## src/rtl/jtag_pin_frontend_if.sv

```systemverilog
`default_nettype none
// ============================================================================
//  Module      : jtag_pin_frontend_if
//  Description : Pin-side and event-side signal bundle for jtag_pin_frontend.
//                The master side drives the raw JTAG pins and consumes the
//                clean events; the slave side is the front-end itself.
//  Revision    : 1.0 - initial release
// ============================================================================
interface jtag_pin_frontend_if;
  // Raw, asynchronous JTAG pins.
  logic       jtag_clk;
  logic       jtag_tms;
  logic       jtag_tdi;

  // Clean sys_clk-domain events.
  logic       tck_rise;
  logic       tck_fall;
  logic       tms_smp;
  logic       tdi_smp;
  logic       tck_level;
  logic       tap_reset;
  logic       tck_idle;
  logic [7:0] glitch_cnt;

  modport master (
    output jtag_clk, jtag_tms, jtag_tdi,
    input  tck_rise, tck_fall, tms_smp, tdi_smp,
           tck_level, tap_reset, tck_idle, glitch_cnt
  );

  modport slave (
    input  jtag_clk, jtag_tms, jtag_tdi,
    output tck_rise, tck_fall, tms_smp, tdi_smp,
           tck_level, tap_reset, tck_idle, glitch_cnt
  );
endinterface
`default_nettype wire

```

## src/rtl/jtag_pin_frontend.sv

```systemverilog
`default_nettype none
// ============================================================================
//  Module      : jtag_pin_frontend
//  Description : Synchronizes the asynchronous TCK/TMS/TDI pins into sys_clk,
//                glitch-filters TCK and emits one-cycle rise/fall strobes with
//                TMS/TDI captured at the rising edge. Also flags the forced
//                TAP reset sequence (consecutive TMS-high rises) and TCK
//                inactivity, and counts rejected TCK pulses.
//  Revision    : 1.0 - initial release
// ============================================================================
module jtag_pin_frontend #(
  parameter int SYNC_STAGES     = 2,         // 2..4
  parameter int FILTER_LEN      = 16,        // >= 2
  parameter int IDLE_TIMEOUT    = 27000000,  // fits in 25 bits
  parameter int RESET_TMS_COUNT = 5
) (
  input  wire                 sys_clk,
  input  wire                 sys_rst_n,
  jtag_pin_frontend_if.slave  pins
);

  // --------------------------------------------------------------------------
  // Constants
  // --------------------------------------------------------------------------
  localparam int c_fcnt_w = $clog2(FILTER_LEN);
  localparam int c_rcnt_w = $clog2(RESET_TMS_COUNT + 1);
  localparam int c_idle_w = 25;

  localparam logic [c_fcnt_w-1:0] c_fcnt_one  = c_fcnt_w'(1);
  localparam logic [c_fcnt_w-1:0] c_fcnt_last = c_fcnt_w'(FILTER_LEN - 1);
  localparam logic [c_rcnt_w-1:0] c_rcnt_max  = c_rcnt_w'(RESET_TMS_COUNT);
  localparam logic [c_rcnt_w-1:0] c_rcnt_arm  = c_rcnt_w'(RESET_TMS_COUNT - 1);
  localparam logic [c_idle_w-1:0] c_idle_max  = c_idle_w'(IDLE_TIMEOUT);
  localparam logic [7:0]          c_glitch_max = 8'hFF;

  // --------------------------------------------------------------------------
  // Filter state encoding
  // --------------------------------------------------------------------------
  typedef enum logic [1:0] {
    ST_LOW       = 2'd0,
    ST_RISE_PEND = 2'd1,
    ST_HIGH      = 2'd2,
    ST_FALL_PEND = 2'd3
  } state_t;

  // --------------------------------------------------------------------------
  // Declarations
  // --------------------------------------------------------------------------
  logic [SYNC_STAGES-1:0] r_tck_sync;
  logic [SYNC_STAGES-1:0] r_tms_sync;
  logic [SYNC_STAGES-1:0] r_tdi_sync;
  logic                   w_tck_s;
  logic                   w_tms_s;
  logic                   w_tdi_s;

  state_t                 r_state;
  state_t                 w_state_next;
  logic [c_fcnt_w-1:0]    r_fcnt;
  logic [c_fcnt_w-1:0]    w_fcnt_next;
  logic                   w_capture;
  logic                   w_accept_rise;
  logic                   w_accept_fall;
  logic                   w_accept_any;
  logic                   w_glitch;

  logic                   r_cand_tms;
  logic                   r_cand_tdi;
  logic                   r_tck_rise;
  logic                   r_tck_fall;
  logic                   r_tms_smp;
  logic                   r_tdi_smp;
  logic                   r_tck_level;
  logic [7:0]             r_glitch_cnt;

  logic [c_rcnt_w-1:0]    r_rcnt;
  logic                   r_tap_reset;

  logic [c_idle_w-1:0]    r_idle_cnt;
  logic [c_idle_w-1:0]    w_idle_cnt_next;
  logic                   r_tck_idle;

  // --------------------------------------------------------------------------
  // Pin synchronizers
  // --------------------------------------------------------------------------
  // Shift every raw pin through its own SYNC_STAGES-deep flop chain.
  always_ff @(posedge sys_clk or negedge sys_rst_n) begin
    if (!sys_rst_n) begin
      r_tck_sync <= '0;
      r_tms_sync <= '0;
      r_tdi_sync <= '0;
    end else begin
      r_tck_sync <= {r_tck_sync[SYNC_STAGES-2:0], pins.jtag_clk};
      r_tms_sync <= {r_tms_sync[SYNC_STAGES-2:0], pins.jtag_tms};
      r_tdi_sync <= {r_tdi_sync[SYNC_STAGES-2:0], pins.jtag_tdi};
    end
  end

  assign w_tck_s = r_tck_sync[SYNC_STAGES-1];
  assign w_tms_s = r_tms_sync[SYNC_STAGES-1];
  assign w_tdi_s = r_tdi_sync[SYNC_STAGES-1];

  // --------------------------------------------------------------------------
  // TCK filter FSM
  // --------------------------------------------------------------------------
  // State and hold counter registers.
  always_ff @(posedge sys_clk or negedge sys_rst_n) begin
    if (!sys_rst_n) begin
      r_state <= ST_LOW;
      r_fcnt  <= '0;
    end else begin
      r_state <= w_state_next;
      r_fcnt  <= w_fcnt_next;
    end
  end

  // A new level must hold FILTER_LEN samples (counting the first one) before
  // the edge is accepted; reverting earlier counts as a rejected pulse.
  always_comb begin
    w_state_next  = r_state;
    w_fcnt_next   = r_fcnt;
    w_capture     = 1'b0;
    w_accept_rise = 1'b0;
    w_accept_fall = 1'b0;
    w_glitch      = 1'b0;
    case (r_state)
      ST_LOW: begin
        if (w_tck_s) begin
          w_state_next = ST_RISE_PEND;
          w_fcnt_next  = c_fcnt_one;
          w_capture    = 1'b1;
        end
      end
      ST_RISE_PEND: begin
        if (!w_tck_s) begin
          w_state_next = ST_LOW;
          w_glitch     = 1'b1;
        end else if (r_fcnt == c_fcnt_last) begin
          w_state_next  = ST_HIGH;
          w_accept_rise = 1'b1;
        end else begin
          w_fcnt_next = r_fcnt + 1'b1;
        end
      end
      ST_HIGH: begin
        if (!w_tck_s) begin
          w_state_next = ST_FALL_PEND;
          w_fcnt_next  = c_fcnt_one;
        end
      end
      ST_FALL_PEND: begin
        if (w_tck_s) begin
          w_state_next = ST_HIGH;
          w_glitch     = 1'b1;
        end else if (r_fcnt == c_fcnt_last) begin
          w_state_next  = ST_LOW;
          w_accept_fall = 1'b1;
        end else begin
          w_fcnt_next = r_fcnt + 1'b1;
        end
      end
      default: begin
        w_state_next = ST_LOW;
      end
    endcase
  end

  assign w_accept_any = w_accept_rise | w_accept_fall;

  // --------------------------------------------------------------------------
  // Edge strobes, sampled data and level
  // --------------------------------------------------------------------------
  // TMS/TDI are latched as candidates at the first high TCK sample, so the
  // value reported is the one present at the pin edge, not after filtering.
  always_ff @(posedge sys_clk or negedge sys_rst_n) begin
    if (!sys_rst_n) begin
      r_cand_tms  <= 1'b0;
      r_cand_tdi  <= 1'b0;
      r_tck_rise  <= 1'b0;
      r_tck_fall  <= 1'b0;
      r_tms_smp   <= 1'b0;
      r_tdi_smp   <= 1'b0;
      r_tck_level <= 1'b0;
    end else begin
      r_tck_rise <= w_accept_rise;
      r_tck_fall <= w_accept_fall;
      if (w_capture) begin
        r_cand_tms <= w_tms_s;
        r_cand_tdi <= w_tdi_s;
      end
      if (w_accept_rise) begin
        r_tms_smp   <= r_cand_tms;
        r_tdi_smp   <= r_cand_tdi;
        r_tck_level <= 1'b1;
      end else if (w_accept_fall) begin
        r_tck_level <= 1'b0;
      end
    end
  end

  // Saturating count of pulses the filter rejected.
  always_ff @(posedge sys_clk or negedge sys_rst_n) begin
    if (!sys_rst_n) begin
      r_glitch_cnt <= 8'd0;
    end else if (w_glitch && (r_glitch_cnt != c_glitch_max)) begin
      r_glitch_cnt <= r_glitch_cnt + 8'd1;
    end
  end

  // --------------------------------------------------------------------------
  // Forced TAP reset detection
  // --------------------------------------------------------------------------
  // Count consecutive TMS-high rises; pulse only on reaching the threshold,
  // so a longer run of ones does not re-trigger while saturated.
  always_ff @(posedge sys_clk or negedge sys_rst_n) begin
    if (!sys_rst_n) begin
      r_rcnt      <= '0;
      r_tap_reset <= 1'b0;
    end else begin
      r_tap_reset <= 1'b0;
      if (w_accept_rise) begin
        if (r_cand_tms) begin
          if (r_rcnt != c_rcnt_max) begin
            r_rcnt <= r_rcnt + 1'b1;
          end
          if (r_rcnt == c_rcnt_arm) begin
            r_tap_reset <= 1'b1;
          end
        end else begin
          r_rcnt <= '0;
        end
      end
    end
  end

  // --------------------------------------------------------------------------
  // TCK inactivity detection
  // --------------------------------------------------------------------------
  // The counter restarts together with each strobe, so it equals the number
  // of cycles elapsed since the last accepted edge.
  always_comb begin
    w_idle_cnt_next = r_idle_cnt;
    if (w_accept_any) begin
      w_idle_cnt_next = '0;
    end else if (r_idle_cnt != c_idle_max) begin
      w_idle_cnt_next = r_idle_cnt + 1'b1;
    end
  end

  // The idle flag is left untouched on the accepting cycle, so it stays up
  // alongside the waking strobe and drops one cycle later.
  always_ff @(posedge sys_clk or negedge sys_rst_n) begin
    if (!sys_rst_n) begin
      r_idle_cnt <= '0;
      r_tck_idle <= 1'b0;
    end else begin
      r_idle_cnt <= w_idle_cnt_next;
      if (!w_accept_any) begin
        r_tck_idle <= (w_idle_cnt_next == c_idle_max);
      end
    end
  end

  // --------------------------------------------------------------------------
  // Outputs (all registered)
  // --------------------------------------------------------------------------
  assign pins.tck_rise   = r_tck_rise;
  assign pins.tck_fall   = r_tck_fall;
  assign pins.tms_smp    = r_tms_smp;
  assign pins.tdi_smp    = r_tdi_smp;
  assign pins.tck_level  = r_tck_level;
  assign pins.tap_reset  = r_tap_reset;
  assign pins.tck_idle   = r_tck_idle;
  assign pins.glitch_cnt = r_glitch_cnt;

endmodule
`default_nettype wire

```

## src/flat_wrapper.sv

```systemverilog
// flat-port wrapper written by rule: the top's interface ports become plain ports
module jtag_pin_frontend_flat 
#(
  parameter int SYNC_STAGES     = 2,                
  parameter int FILTER_LEN      = 16,               
  parameter int IDLE_TIMEOUT    = 27000000,                    
  parameter int RESET_TMS_COUNT = 5
)
  (sys_clk, sys_rst_n, pins_jtag_clk, pins_jtag_tms, pins_jtag_tdi, pins_tck_rise, pins_tck_fall, pins_tms_smp, pins_tdi_smp, pins_tck_level, pins_tap_reset, pins_tck_idle, pins_glitch_cnt);
  jtag_pin_frontend_if pins_i ();
  input  wire sys_clk;
  input  wire sys_rst_n;
  input wire logic [$bits(pins_i.jtag_clk)-1:0] pins_jtag_clk;
  input wire logic [$bits(pins_i.jtag_tms)-1:0] pins_jtag_tms;
  input wire logic [$bits(pins_i.jtag_tdi)-1:0] pins_jtag_tdi;
  output wire logic [$bits(pins_i.tck_rise)-1:0] pins_tck_rise;
  output wire logic [$bits(pins_i.tck_fall)-1:0] pins_tck_fall;
  output wire logic [$bits(pins_i.tms_smp)-1:0] pins_tms_smp;
  output wire logic [$bits(pins_i.tdi_smp)-1:0] pins_tdi_smp;
  output wire logic [$bits(pins_i.tck_level)-1:0] pins_tck_level;
  output wire logic [$bits(pins_i.tap_reset)-1:0] pins_tap_reset;
  output wire logic [$bits(pins_i.tck_idle)-1:0] pins_tck_idle;
  output wire logic [$bits(pins_i.glitch_cnt)-1:0] pins_glitch_cnt;
  assign pins_i.jtag_clk = pins_jtag_clk;
  assign pins_i.jtag_tms = pins_jtag_tms;
  assign pins_i.jtag_tdi = pins_jtag_tdi;
  assign pins_tck_rise = pins_i.tck_rise;
  assign pins_tck_fall = pins_i.tck_fall;
  assign pins_tms_smp = pins_i.tms_smp;
  assign pins_tdi_smp = pins_i.tdi_smp;
  assign pins_tck_level = pins_i.tck_level;
  assign pins_tap_reset = pins_i.tap_reset;
  assign pins_tck_idle = pins_i.tck_idle;
  assign pins_glitch_cnt = pins_i.glitch_cnt;
  jtag_pin_frontend #(.SYNC_STAGES(SYNC_STAGES), .FILTER_LEN(FILTER_LEN), .IDLE_TIMEOUT(IDLE_TIMEOUT), .RESET_TMS_COUNT(RESET_TMS_COUNT)) u_core (.sys_clk(sys_clk), .sys_rst_n(sys_rst_n), .pins(pins_i));
endmodule
```

## config.mk

```make
export PLATFORM = sky130hd
export DESIGN_NAME = jtag_pin_frontend_flat
export DESIGN_NICKNAME = d
export VERILOG_FILES = /design/src/rtl/jtag_pin_frontend_if.sv /design/src/rtl/jtag_pin_frontend.sv /design/src/flat_wrapper.sv
export SDC_FILE = /design/constraint.sdc
export NUM_CORES = 1
export LEC_CHECK = 0
export ABC_AREA = 1
export ABC_CLOCK_PERIOD_IN_PS = 1500
export CORE_MARGIN = 8
export CORE_UTILIZATION = 30
export CTS_CLUSTER_DIAMETER = 60
export DETAILED_ROUTE_END_ITERATION = 10
export PLACE_DENSITY = 0.53
export RECOVER_POWER = 50
export SYNTH_ARGS = -nofsm -noshare
export SYNTH_HDL_FRONTEND = slang
export SYNTH_SLANG_ARGS = --single-unit
```

## constraint.sdc

```tcl
create_clock -name sys_clk -period 1.5 [get_ports sys_clk]
set_input_delay 0.15 -clock sys_clk [delete_from_list [all_inputs] [get_ports sys_clk]]
set_output_delay 0.15 -clock sys_clk [all_outputs]
set_load 0.05 [all_outputs]
```

# Word level (Yosys, flattened, before mapping)
# Index checks and enable logic that the tools add are counted.
totals:
  reg_bits: 57
  in_bits: 5
  output_inout_bits: 15
  word_cells: 75
classes:
  addsub: 4
  eq_ne: 16
  muxes: 31
  bitwise_logic: 1
  reduce_logical: 6
ops:
  columns: ["op", "n"]
  rows:
  - ["two-way mux 25 bit", 2]
  - ["adder 25 x 1 -> 25 bit, second input constant", 1]
  - ["== test 25 bit, second input constant", 1]
  - ["inequality test 25 bit, second input constant", 1]
  - ["two-way mux 4 bit", 5]
  - ["one-hot mux 4 bit (4 select lines)", 1]
  - ["two-way mux 1 bit", 13]
  - ["two-way mux 2 bit", 6]
  - ["adder 8 x 1 -> 8 bit, second input constant", 1]
  - ["inequality test 8 bit, second input constant", 1]
  - ["one-hot mux 2 bit (4 select lines)", 1]
  - ["AND reduction 4 bit", 2]
  - ["two-way mux 3 bit", 2]
  - ["inequality test 2 bit, second input constant", 3]
  - ["inequality test 3 bit, second input constant", 2]
  - ["adder 4 x 1 -> 4 bit, second input constant", 1]
  - ["== test 2 bit, second input constant", 2]
  - ["== test 4 bit, second input constant", 1]
  - ["inequality test 2 x 1 -> 1 bit, second input constant", 2]
  - ["adder 3 x 1 -> 3 bit, second input constant", 1]
  - ["== test 3 bit, second input constant", 1]
  - ["inequality test 3 x 1 -> 1 bit, second input constant", 1]
  - ["== test 2 x 1 -> 1 bit, second input constant", 1]
  - ["logical NOT 2 bit", 1]
  - ["5 further kinds", 5]

# Longest topological paths before layout
# Gate-level depths: netlist of run 1.
depth:
  depth_word: 7
  mapped_depth: 13
  ltp_nobuf: 13

# Worst setup path before layout of run 1
# OpenSTA, ideal clock, no wires.
synth_path:
  path_kind: "reg2reg"
  startpoint: "register u_core.r_glitch_cnt[0], in the netlist u_core.pins.glitch_cnt[0]"
  endpoint: "register u_core.r_glitch_cnt[7], in the netlist u_core.pins.glitch_cnt[7]"
  setup_ns: 0.082
  arrival_time_ns: 1.740
  required_ns: 1.418
  path_slack_ns: -0.322
  stages_incl_launch_ff: 9
  n_path_buf: 0
  period_less_slack_ns: 1.822
  path_cell_list: "dfrtp_1 -> ha_1 -> and3_1 -> nand4_1 -> nand2_1 -> nor2_1 -> nand3_1 -> nor2_1 -> xor2_1"
synth_via:
  elab_chain_len: 2
  word_cells_on_any_way: 3
  classes_between: "1 x add/sub; 1 x eq/ne; 1 x reduce/logical"
synth_lines:
  columns: ["item", "line", "rtl"]
  rows:
  - ["from (decl)", "jtag_pin_frontend.sv:73", "logic [7:0] r_glitch_cnt;"]
  - ["from (signal assigned)", "jtag_pin_frontend.sv:205", "r_glitch_cnt <= r_glitch_cnt + 8'd1;"]
  - ["parallel branches: the longest is 2 deep, another holds adder 8 x 1 -> 8 bit", null, null]
# Parallel ways; which one is timed is not known.
# A chain may end at the register's enable or synchronous reset.

# Worst setup path after layout of run 1
layout_path:
  startpoint: "register u_core.r_idle_cnt[1]"
  endpoint: "register u_core.r_tck_idle, in the netlist u_core.pins.tck_idle"
layout_via:
  elab_chain_len: 4
  word_cells_on_any_way: 5
  classes_between: "1 x add/sub; 2 x eq/ne; 2 x mux"
layout_lines:
  columns: ["item", "line", "rtl"]
  rows:
  - ["from (decl)", "jtag_pin_frontend.sv:78", "logic [c_idle_w-1:0] r_idle_cnt;"]
  - ["from (signal assigned)", "jtag_pin_frontend.sv:256", "r_idle_cnt <= w_idle_cnt_next;"]
  - ["adder 25 x 1 -> 25 bit / inequality test 25 bit (equally long branches)", "jtag_pin_frontend.sv:245, jtag_pin_frontend.sv:244", null]
  - ["two-way mux 25 bit (*)", "jtag_pin_frontend.sv:244", "end else if (r_idle_cnt != c_idle_max) begin"]
  - ["two-way mux 25 bit (*)", "jtag_pin_frontend.sv:242", "if (w_accept_any) begin"]
  - ["via u_core.w_idle_cnt_next[6]", "jtag_pin_frontend.sv:79", "logic [c_idle_w-1:0] w_idle_cnt_next;"]
  - ["== test 25 bit (*)", "jtag_pin_frontend.sv:258", "r_tck_idle <= (w_idle_cnt_next == c_idle_max);"]
  - ["to (signal assigned)", "jtag_pin_frontend.sv:258", null]
  - ["to (decl)", "jtag_pin_frontend.sv:80", "logic r_tck_idle;"]
# The timed path passes the listed nets; every way through them passes the cells marked *.

==> results of run 1 <==
flip-flops by register name (all words and copies together) (netlist names), 2 cells and up, named ones only:
| register | cells |
|---|---|
| u_core.r_tck_sync | 2 |
| u_core.r_rcnt | 3 |
| u_core.pins.glitch_cnt | 8 |
| u_core.r_tms_sync | 2 |
| u_core.r_fcnt | 4 |
| u_core.r_tdi_sync | 2 |
| u_core.r_idle_cnt | 25 |
repair_timing:
action                     in CTS  in global routing
setup buffers                   9                 17
hold endpoints to repair       14                  0
pin swaps                      18                 29
setup endpoints to repair      23                 27
gates resized for setup        38                 77
hold buffers                    1                  0
layout make-up:
cell class | instances | share of cell area [%]
clock inverters | 5 | 1.60
repair buffers | 142 | 23.5
clock buffers | 11 | 2.62
inverters | 58 | 4.59
well taps | 136 | 3.40
flip-flops and latches | 57 | 28.6
multi-input cells | 283 | 35.7
cells by family (layout without fill, tap and decap cells):
| kind of cell | after synthesis | after routing | synth area share, % |
|---|---|---|---|
| adder cells (fa/ha/maj) | 7 | 7 | 2.86 |
| buffers and inverters | 60 | 216 | 7.47 |
| AND/OR/NAND/NOR | 242 | 242 | 35.1 |
| flip-flops | 57 | 57 | 46.5 |
| AO/OA/AOI/OAI | 18 | 18 | 3.31 |
| XOR/XNOR | 14 | 14 | 4.00 |
| multiplexers | 2 | 2 | 0.735 |
critical path, stage by stage (launching register included):
cell	delay, ps
dfrtp_2	410
ha_4	170
nand3_4	110
nor2_4	220
nor2_2	50
nor2_2	150
nand2_1	90
nor2_1	90
nand3_1	110
nor2_2	150
nand3_1	90
nand2_1	60
metrics by stage:
stage          worst slack, ps  cells  cell area [um2]  TNS [ps]
3_5_place_dp              -458    652             4240     -1880
6_report                  -273    692             5010     -1100
3_3_place_gp              -458    652             4240     -1100
4_1_cts                   -241    678             4670      -825
5_1_grt                   -394    692             5010     -9980
2_1_floorplan             -113    400             3140      -246
metal layers:
| layer | track usage, % | vias to the layer above | routed length [um] |
|---|---|---|---|
| met2 | 22.5 | 50 | 4200 |
| met5 | 0 | - | 0 |
| met1 | 16.5 | 1429 | 3830 |
| li1 | - | 1549 | - |
| met3 | 3.59 | 18 | 371 |
| met4 | 5.12 | 0 | 172 |
worst max-delay path by stage:
stage	cells past startpoint	from	to
floorplan	8	u_core.pins.glitch_cnt[1]	u_core.pins.glitch_cnt[7]
finish	11	u_core.r_idle_cnt[1]	u_core.pins.tck_idle
global route	11	u_core.r_idle_cnt[1]	u_core.pins.tck_idle
detailed placement	12	u_core.r_fcnt[1]	u_core.pins.tck_idle
global placement	12	u_core.r_fcnt[1]	u_core.pins.tck_idle
CTS	11	u_core.r_idle_cnt[1]	u_core.pins.tck_idle
cells in the final DEF (no fill, tap or decap), types with 4 or more instances in the layout:
master           n
buf_4          116
buf_6           16
clkbuf_8         9
dfrtp_1         50
dfrtp_2          7
dlygate4sd3_1    4
inv_1           45
inv_2            8
inv_4            5
nand2_1         89
nand2_2         18
nand2_4          7
nand3_1         22
nand3_2         13
nand3_4          5
nand4_1          6
nor2_1          39
nor2_2          20
nor2_4          14
o21ai_0          4
o21ai_1          5
xnor2_1          6
xor2_1           8
where the power goes:
part	switching [W]	leakage [nW]	internal, W
clock network	0.000643	0.0995	0.000933
logic	0.000931	1.60	0.000891
registers	0.000235	0.739	0.00176
total	0.00181	2.44	0.00358
==> impl_metrics.toml, run 1 <==
[status]
status = "complete, but fails checks"
violations = "negative setup slack"

[cts]
cts_buffers = 9
cts.sinks = 57
cts_buffer_depth = 2
cts_root_buf = "clkbuf_8"
clk_latency_ps = 340
cts_tree = "done"
path_clk_slew_ps = 70
h-tree-depth = 3

[min_path]
min_to = "u_core.r_tck_sync[1]"
hold_start = "u_core.r_tck_sync[0]"
hold-path-cell-count = 0
hp-class = "register to register"

[final_layout]
multiInputGateArea_um2 = 1790
fillers = 943
area_growth_pct = 63.5
seqCellArea_um2 = 1440
nets = 563
final_util_pct = 49.4
drive_gt1_share_pct = 47.1
antennaDiodeCount = 0

[power_and_ir_drop]
p_leak_nw = 2.44
cellPowerDensity_nw_per_um2 = 1080
power.total_w = 0.00539
peakVddDrop_uv = 805

[synth]
yosys.area.top_type = "dfrtp_1"
synth_edf_count = 0
synth_top_flop_cell = "dfrtp_1"
yosysWarnings = 0
syn_inst = 400
yosysMostFrequentCell = "nand2_1"
synthTopCellsByArea = "dfrtp_1, nand2_1, nor2_1, inv_1, nand3_1"
synth-async-reset-ratio_pct = 100
synth_seq_cells = 57
yosysTopAreaCellShare_pct = 46.5
yosys-top-cells-count = "nand2_1, nor2_1, dfrtp_1"
seq_area_frac_synth_pct = 46.5
syn_area_um2 = 3070
synth_cell_types = 28
synth_area_per_cell_um2 = 7.66
synth.net_count = 412

[grt]
grt_antenna_before_repair = 0
grt_pass1_vias = 3096
grt_max_degree = 24
grt-ovfl-total = 0
grt_pass1_wl_um = 14400
grt_util_all_layers_pct = 13.6

[setup_path]
reg2reg_slack_ps = -270
cp.required_ps = 1780
reg2regPathDepth = 11
crit_path_end_kind = "register"
r2r_start = "u_core.r_idle_cnt[1]"
worstSetupStartpointType = "register"
cp_max_fo = 5
criticalPathCategory = "register to register"
rr_endpoint = "u_core.pins.tck_idle"
cp.arrival_ps = 2050

[timing]
worst_pin_slew_ps = 859
worst_hold_slack_ps = 351
skew_ps = 7.48
fin_crit_ps = 1770
slew_violations = 0
finalHoldViolations = 0
setup_viol = 25
rsz0062_at_grt = "yes"
fin_ws_ps = -273
slew_headroom_pct = 42.8
fin_crit_sh_pct = 118
max_freq_mhz = 564

[die]
initial_core_util_pct = 30.2
pin_count = 20
dieWidth_um = 117
die_h_um = 117
die-area_um2 = 13700
core_um2 = 10100
rows = 37

[routing]
wire_per_inst_um = 12.4
totalWireLength_um = 8570
antenna_left = 0
vias_per_cell = 4.40
drtIter0Drc = 106
drc = 0
firstDrtPassIters = 4
vias = 3046

[placed_design]
place_congestion = 0.857
dpl.hpwl_um = 6190
io_buffers = 19

[flow_run]
maxCapViolCount = 0
No activity file was read; power rests on OpenSTA's default activity.
==> run 2: changes to the inputs <==
--- a/config.mk
+++ b/config.mk
@@ -8,10 +8,10 @@
 export ABC_AREA = 1
 export ABC_CLOCK_PERIOD_IN_PS = 1500
 export CORE_MARGIN = 8
-export CORE_UTILIZATION = 30
+export CORE_UTILIZATION = 53
 export CTS_CLUSTER_DIAMETER = 60
 export DETAILED_ROUTE_END_ITERATION = 10
-export PLACE_DENSITY = 0.53
+export PLACE_DENSITY = 0.81
 export RECOVER_POWER = 50
 export SYNTH_ARGS = -nofsm -noshare
 export SYNTH_HDL_FRONTEND = slang
==> run 2 against run 1 <==
The flow still finishes with violations (negative setup slack); wire length grew 57%; clock skew grew 1.9 ps; combinational power grew 13%; sequential share of layout area grew 0.63 points; via count grew 23%; total power grew 12%; final area shrank 1.9%; critical path depth grew 2.
==> impl_metrics.toml, run 2 (synthesis results as in run 1) <==
[status]
status = "complete, but fails checks"
violations = "negative setup slack"

[setup_path]
critical-path-max-stage-delay_ps = 420
reg2reg_slack_ps = -580
cp.arrival_ps = 2360
criticalPathCategory = "register to register"
crit_top_cell = "nand2_1"
startpoint = "u_core.r_fcnt[1]"
slowest_stage = "dfrtp_1"
reg2regPathDepth = 13
path_cells = "ha_4 -> nand3_4 -> nor2_4 -> nand2_4 -> buf_12 -> nand2_1 -> nor2_2 -> nand2_1 -> nor2_1 -> nand3_1 -> nor2_2 -> nand3_1 -> nand2_1"
r2r_start = "u_core.r_fcnt[1]"
cp.required_ps = 1790
cp_max_fo = 6
worstSetupStartpointType = "register"
crit_path_end_kind = "register"
rr_endpoint = "u_core.pins.tck_idle"

[placed_design]
pre_cts_slack_ps = -330
placed_area_um2 = 4030
io_buffers = 19
place_congestion = 0.938
dpl.hpwl_um = 6120

[timing]
skew_ps = 9.37
rsz0062_at_grt = "yes"
slew_headroom_pct = 34.5
slew_violations = 0
finalHoldViolations = 0
max_freq_mhz = 481
setup_viol = 35
fin_ws_ps = -577
fin_crit_ps = 2080
worst_pin_slew_ps = 982
fin_crit_sh_pct = 138
worst_hold_slack_ps = 354

[power_and_ir_drop]
peakVddDrop_uv = 1300
p_clk_share_pct = 30.8
combPwrFrac_pct = 34.2
p_int_w = 0.00379
cellPowerDensity_nw_per_um2 = 1230
power_frac_seq_pct = 35.1
sw_frac_of_total_pct = 37.0
p_leak_nw = 2.45
p_sw_w = 0.00223

[routing]
drc = 0
vias_per_cell = 6.10
drtIter0Drc = 502
antenna_left = 0
wire_per_inst_um = 22.0
totalWireLength_um = 13500
vias = 3733
firstDrtPassIters = 7

[min_path]
hold-path-cell-count = 1
hp-class = "input port to register"
min_to = "u_core.r_tms_sync[0]"
hold_start = "pins_jtag_tms"

[die]
core_um2 = 5540
die_h_um = 92.1
initial_core_util_pct = 55.3
pin_count = 20
die-area_um2 = 8470
dieWidth_um = 92.1
rows = 27

[final_layout]
largest_register_ffs = 25
regMostFlops = "u_core.r_idle_cnt"
final_area_um2 = 4920
area_growth_pct = 60.4
final_util_pct = 88.7
nets = 547
antennaDiodeCount = 0
fillers = 242
layout_common_cells = "buf_4, nand2_1, inv_1"
final_common_cell = "buf_4"
drive_gt1_share_pct = 47.4

[cts]
cts_root_buf = "clkbuf_8"
cts_tree = "done"
h-tree-depth = 3
cts_buffers = 9
cts.sinks = 57
cts_buffer_depth = 2
clk_latency_ps = 350
path_clk_slew_ps = 80

[grt]
grt_max_degree = 21
grt_antenna_before_repair = 0
grt_pass1_vias = 3309
grt_util_all_layers_pct = 22.4
grt-ovfl-total = 0
grt_pass1_wl_um = 15200

[flow_run]
maxCapViolCount = 0
[run 2: cell count changes in the layout (fill, tap and decap cells not counted), sizes merged]
| cell | change |
|---|---|
| inv | +1 |
| buf | -18 |
| bufinv | +1 |
| clkinv | +2 |
| clkinvlp | -2 |
[run 2: cell type report]
type / count / area, um2 / area share [%]
multi-input cells: 283 / 1850 / 37.6
flip-flops and latches: 57 / 1440 / 29.3
repair buffers: 126 / 1060 / 21.5
inverters: 58 / 231 / 4.71
clock inverters: 7 / 125 / 2.55
clock buffers: 9 / 124 / 2.52
well taps: 72 / 90.1 / 1.83
[run 2: power by group through the flow]
stage / registers [W] / logic (W) / clock network (W)
3_5_place_dp: 0.00203 / 0.00155 / 0
3_3_place_gp: 0.00201 / 0.00150 / 0
5_1_grt: 0.00212 / 0.00216 / 0.00189
6_report: 0.00211 / 0.00206 / 0.00185
4_1_cts: 0.00201 / 0.00163 / 0.00181
2_1_floorplan: 0.00226 / 0.000503 / 0
[run 2: worst max-delay path: cells and delay by family, from the launching register on]
family,cells,cell delay (ps)
AND/OR/NAND/NOR,11,1240
buffers and inverters,1,150
flip-flops,1,420
adder cells (fa/ha/maj),1,190
[run 2: worst max-delay path by stage]
stage                                      to  slack, ps  depth (start not counted)
floorplan           u_core.pins.glitch_cnt[7]       -110                          8
global placement         u_core.pins.tck_idle       -290                         13
detailed placement       u_core.pins.tck_idle       -330                         11
CTS                      u_core.pins.tck_idle       -240                         12
global route             u_core.pins.tck_idle       -660                         12
finish                   u_core.pins.tck_idle       -580                         13
[run 2: layer usage]
metal / vias up / global-route usage (%) / share of wire (%)
li1: 1523 / - / -
met1: 1782 / 25.5 / 35
met2: 318 / 39.3 / 48
met3: 110 / 4.48 / 10
met4: 0 / 10.6 / 6.8
met5: - / 0 / 0
[run 2: stage by stage]
step	setup TNS [ps]	instances	total power, W
2_1_floorplan	-246	400	0.00276
3_3_place_gp	-470	572	0.00351
3_5_place_dp	-769	572	0.00358
4_1_cts	-408	597	0.00544
5_1_grt	-6830	612	0.00617
6_report	-3920	612	0.00602
[run 2: repair_timing]
action | CTS | global route
endpoints found under the setup margin | 11 | 37
hold buffers | 1 | 0
gates cloned | 1 | 1
resized for setup | 40 | 84
endpoints found under the hold margin | 13 | 0
buffers inserted | 7 | 14
pin swaps | 14 | 27
==> run 3: changes to the inputs <==
--- a/config.mk
+++ b/config.mk
@@ -8,10 +8,11 @@
 export ABC_AREA = 1
 export ABC_CLOCK_PERIOD_IN_PS = 1500
 export CORE_MARGIN = 8
-export CORE_UTILIZATION = 53
+export CORE_UTILIZATION = 46
 export CTS_CLUSTER_DIAMETER = 60
 export DETAILED_ROUTE_END_ITERATION = 10
-export PLACE_DENSITY = 0.81
+export GPL_ROUTABILITY_DRIVEN = 0
+export PLACE_DENSITY = 0.72
 export RECOVER_POWER = 50
 export SYNTH_ARGS = -nofsm -noshare
 export SYNTH_HDL_FRONTEND = slang
==> run 3 against run 2 <==
The run still ends with negative setup slack left; first-iteration DRC count down 72%; clock power is 5% lower; sequential cell count unchanged; wire length decreased by 31%; register-to-register slack better by 300 ps; sequential power is 7% lower; sequential share of layout area is 0.32 points higher; global-route usage fell by 4.7 points; critical path type unchanged; largest power group unchanged; highest routed layer unchanged.
==> impl_metrics.toml, run 3 (synthesis results as in run 1) <==
[status]
status = "complete, but fails checks"
violations = "negative setup slack"

[setup_path]
reg2reg_slack_ps = -280
reg2regPathDepth = 11
cp.arrival_ps = 2060
r2r_start = "u_core.r_idle_cnt[14]"
rr_endpoint = "u_core.pins.tck_idle"
crit_top_cell = "nand2_1"
crit_path_end_kind = "register"
worstSetupStartpointType = "register"
criticalPathCategory = "register to register"
critical-path-max-stage-delay_ps = 420
cp_max_fo = 4
slowest_stage = "dfrtp_1"
cp.required_ps = 1780
path_cells = "buf_4 -> nand2_1 -> nor2_2 -> nand2_1 -> o21ai_1 -> nand2_1 -> nor2_2 -> nand2_1 -> nor3_2 -> nand3_1 -> nand2_1"

[die]
die_h_um = 97.6
pin_count = 20
rows = 29
initial_core_util_pct = 48.0
die-area_um2 = 9530
core_um2 = 6390
dieWidth_um = 97.6

[power_and_ir_drop]
p_int_w = 0.00375
power.total_w = 0.00556
peakVddDrop_uv = 1090
power_frac_seq_pct = 35.4
p_leak_nw = 2.42
p_sw_w = 0.00181
cellPowerDensity_nw_per_um2 = 1150
p_clk_share_pct = 31.6
combPwrFrac_pct = 32.9
sw_frac_of_total_pct = 32.6

[cts]
cts_buffer_depth = 2
cts_root_buf = "clkbuf_8"
h-tree-depth = 3
cts.sinks = 57
path_clk_slew_ps = 70
cts_tree = "done"
clk_latency_ps = 340
cts_buffers = 9

[final_layout]
regMostFlops = "u_core.r_idle_cnt"
final_cells = 623
drive_gt1_share_pct = 47.6
nets = 553
area_growth_pct = 58.4
final_common_cell = "buf_4"
final_util_pct = 76.0
antennaDiodeCount = 0
largest_register_ffs = 25
layout_common_cells = "buf_4, nand2_1, dfrtp_1"
final_area_um2 = 4850

[timing]
tns_ps = -1790
slew_headroom_pct = 36.2
finalHoldViolations = 0
max_freq_mhz = 562
fin_crit_sh_pct = 119
fin_ws_ps = -278
setup_viol = 17
fin_crit_ps = 1780
worst_pin_slew_ps = 957
slew_violations = 0
skew_ps = 7.50
rsz0062_at_grt = "yes"

[placed_design]
placed_cells = 578
io_buffers = 19
dpl.hpwl_um = 5930
placed_area_um2 = 4040

[routing]
antenna_left = 0
wire_per_inst_um = 15.0
drtIter0Drc = 142
vias = 3151
drc = 0
totalWireLength_um = 9340
firstDrtPassIters = 4
vias_per_cell = 5.06

[grt]
grt_antenna_before_repair = 0
grt_util_all_layers_pct = 17.7
grt_pass1_vias = 3176
grt_max_degree = 26
grt-ovfl-total = 0
grt_pass1_wl_um = 14000

[min_path]
hold-path-cell-count = 0
hp-class = "register to register"
min_to = "u_core.r_tck_sync[1]"
hold_start = "u_core.r_tck_sync[0]"

[flow_run]
maxCapViolCount = 0
-- run 3: changes by cell type in the layout (fill, tap and decap cells not counted), sizes merged --
cell / before / now
clkinv: 3 / 2
buf: 118 / 126
inv: 59 / 57
clkinvlp: 0 / 1
-- run 3: stage by stage --
stage,setup WS [ps],hold slack (ps)
3_3_place_gp,-304,130
6_report,-278,350
5_1_grt,-364,354
3_5_place_dp,-385,127
2_1_floorplan,-113,-146
4_1_cts,-258,242
-- run 3: routing by layer --
layer / up-vias / global-route usage [%] / wire length, um
li1: 1525 / - / -
met1: 1528 / 19.7 / 3710
met2: 76 / 32.0 / 5010
met3: 22 / 3.98 / 415
met4: 0 / 6.41 / 199
met5: - / 0 / 0
-- run 3: how the worst max path moves through the flow --
stage	slack [ps]	from	to
after floorplan	-110	u_core.pins.glitch_cnt[1]	u_core.pins.glitch_cnt[7]
after global placement	-300	u_core.r_fcnt[1]	u_core.pins.tck_idle
after detailed placement	-380	u_core.r_fcnt[1]	u_core.pins.tck_idle
after CTS	-260	u_core.r_fcnt[0]	u_core.pins.tck_idle
after global routing	-360	u_core.r_fcnt[0]	u_core.pins.tck_idle
final	-280	u_core.r_idle_cnt[14]	u_core.pins.tck_idle
-- run 3: power groups by stage --
stage          combinational, W  sequential, W  clock (W)
6_report                0.00183        0.00197    0.00176
5_1_grt                 0.00198        0.00199    0.00186
4_1_cts                 0.00165        0.00196    0.00178
3_5_place_dp            0.00159        0.00198          0
3_3_place_gp            0.00154        0.00197          0
2_1_floorplan          0.000503        0.00226          0
-- run 3: worst max-delay path, delay by kind of cell, from the launching register on --
| family | cells | cell delay, ps |
|---|---|---|
| AOI/OAI and AO/OA | 1 | 180 |
| buffers and inverters | 1 | 140 |
| DFF | 1 | 420 |
| and+or+nand+nor | 9 | 980 |
-- run 3: layout make-up --
type                       count  area (um2)
clock buffer                  11         141
sequential                    57        1440
tap                           77        96.3
inverter                      58         228
fill                         411        1530
clock inverter                 5         103
timing repair buffer         132        1050
multi-input combinational    283        1800
-- run 3: timing repair --
action,in CTS,in global routing
setup buffers,8,22
endpoints found under the setup margin,14,33
endpoints found under the hold margin,15,0
resized for setup,33,80
hold buffers,1,0
pin swaps,19,32
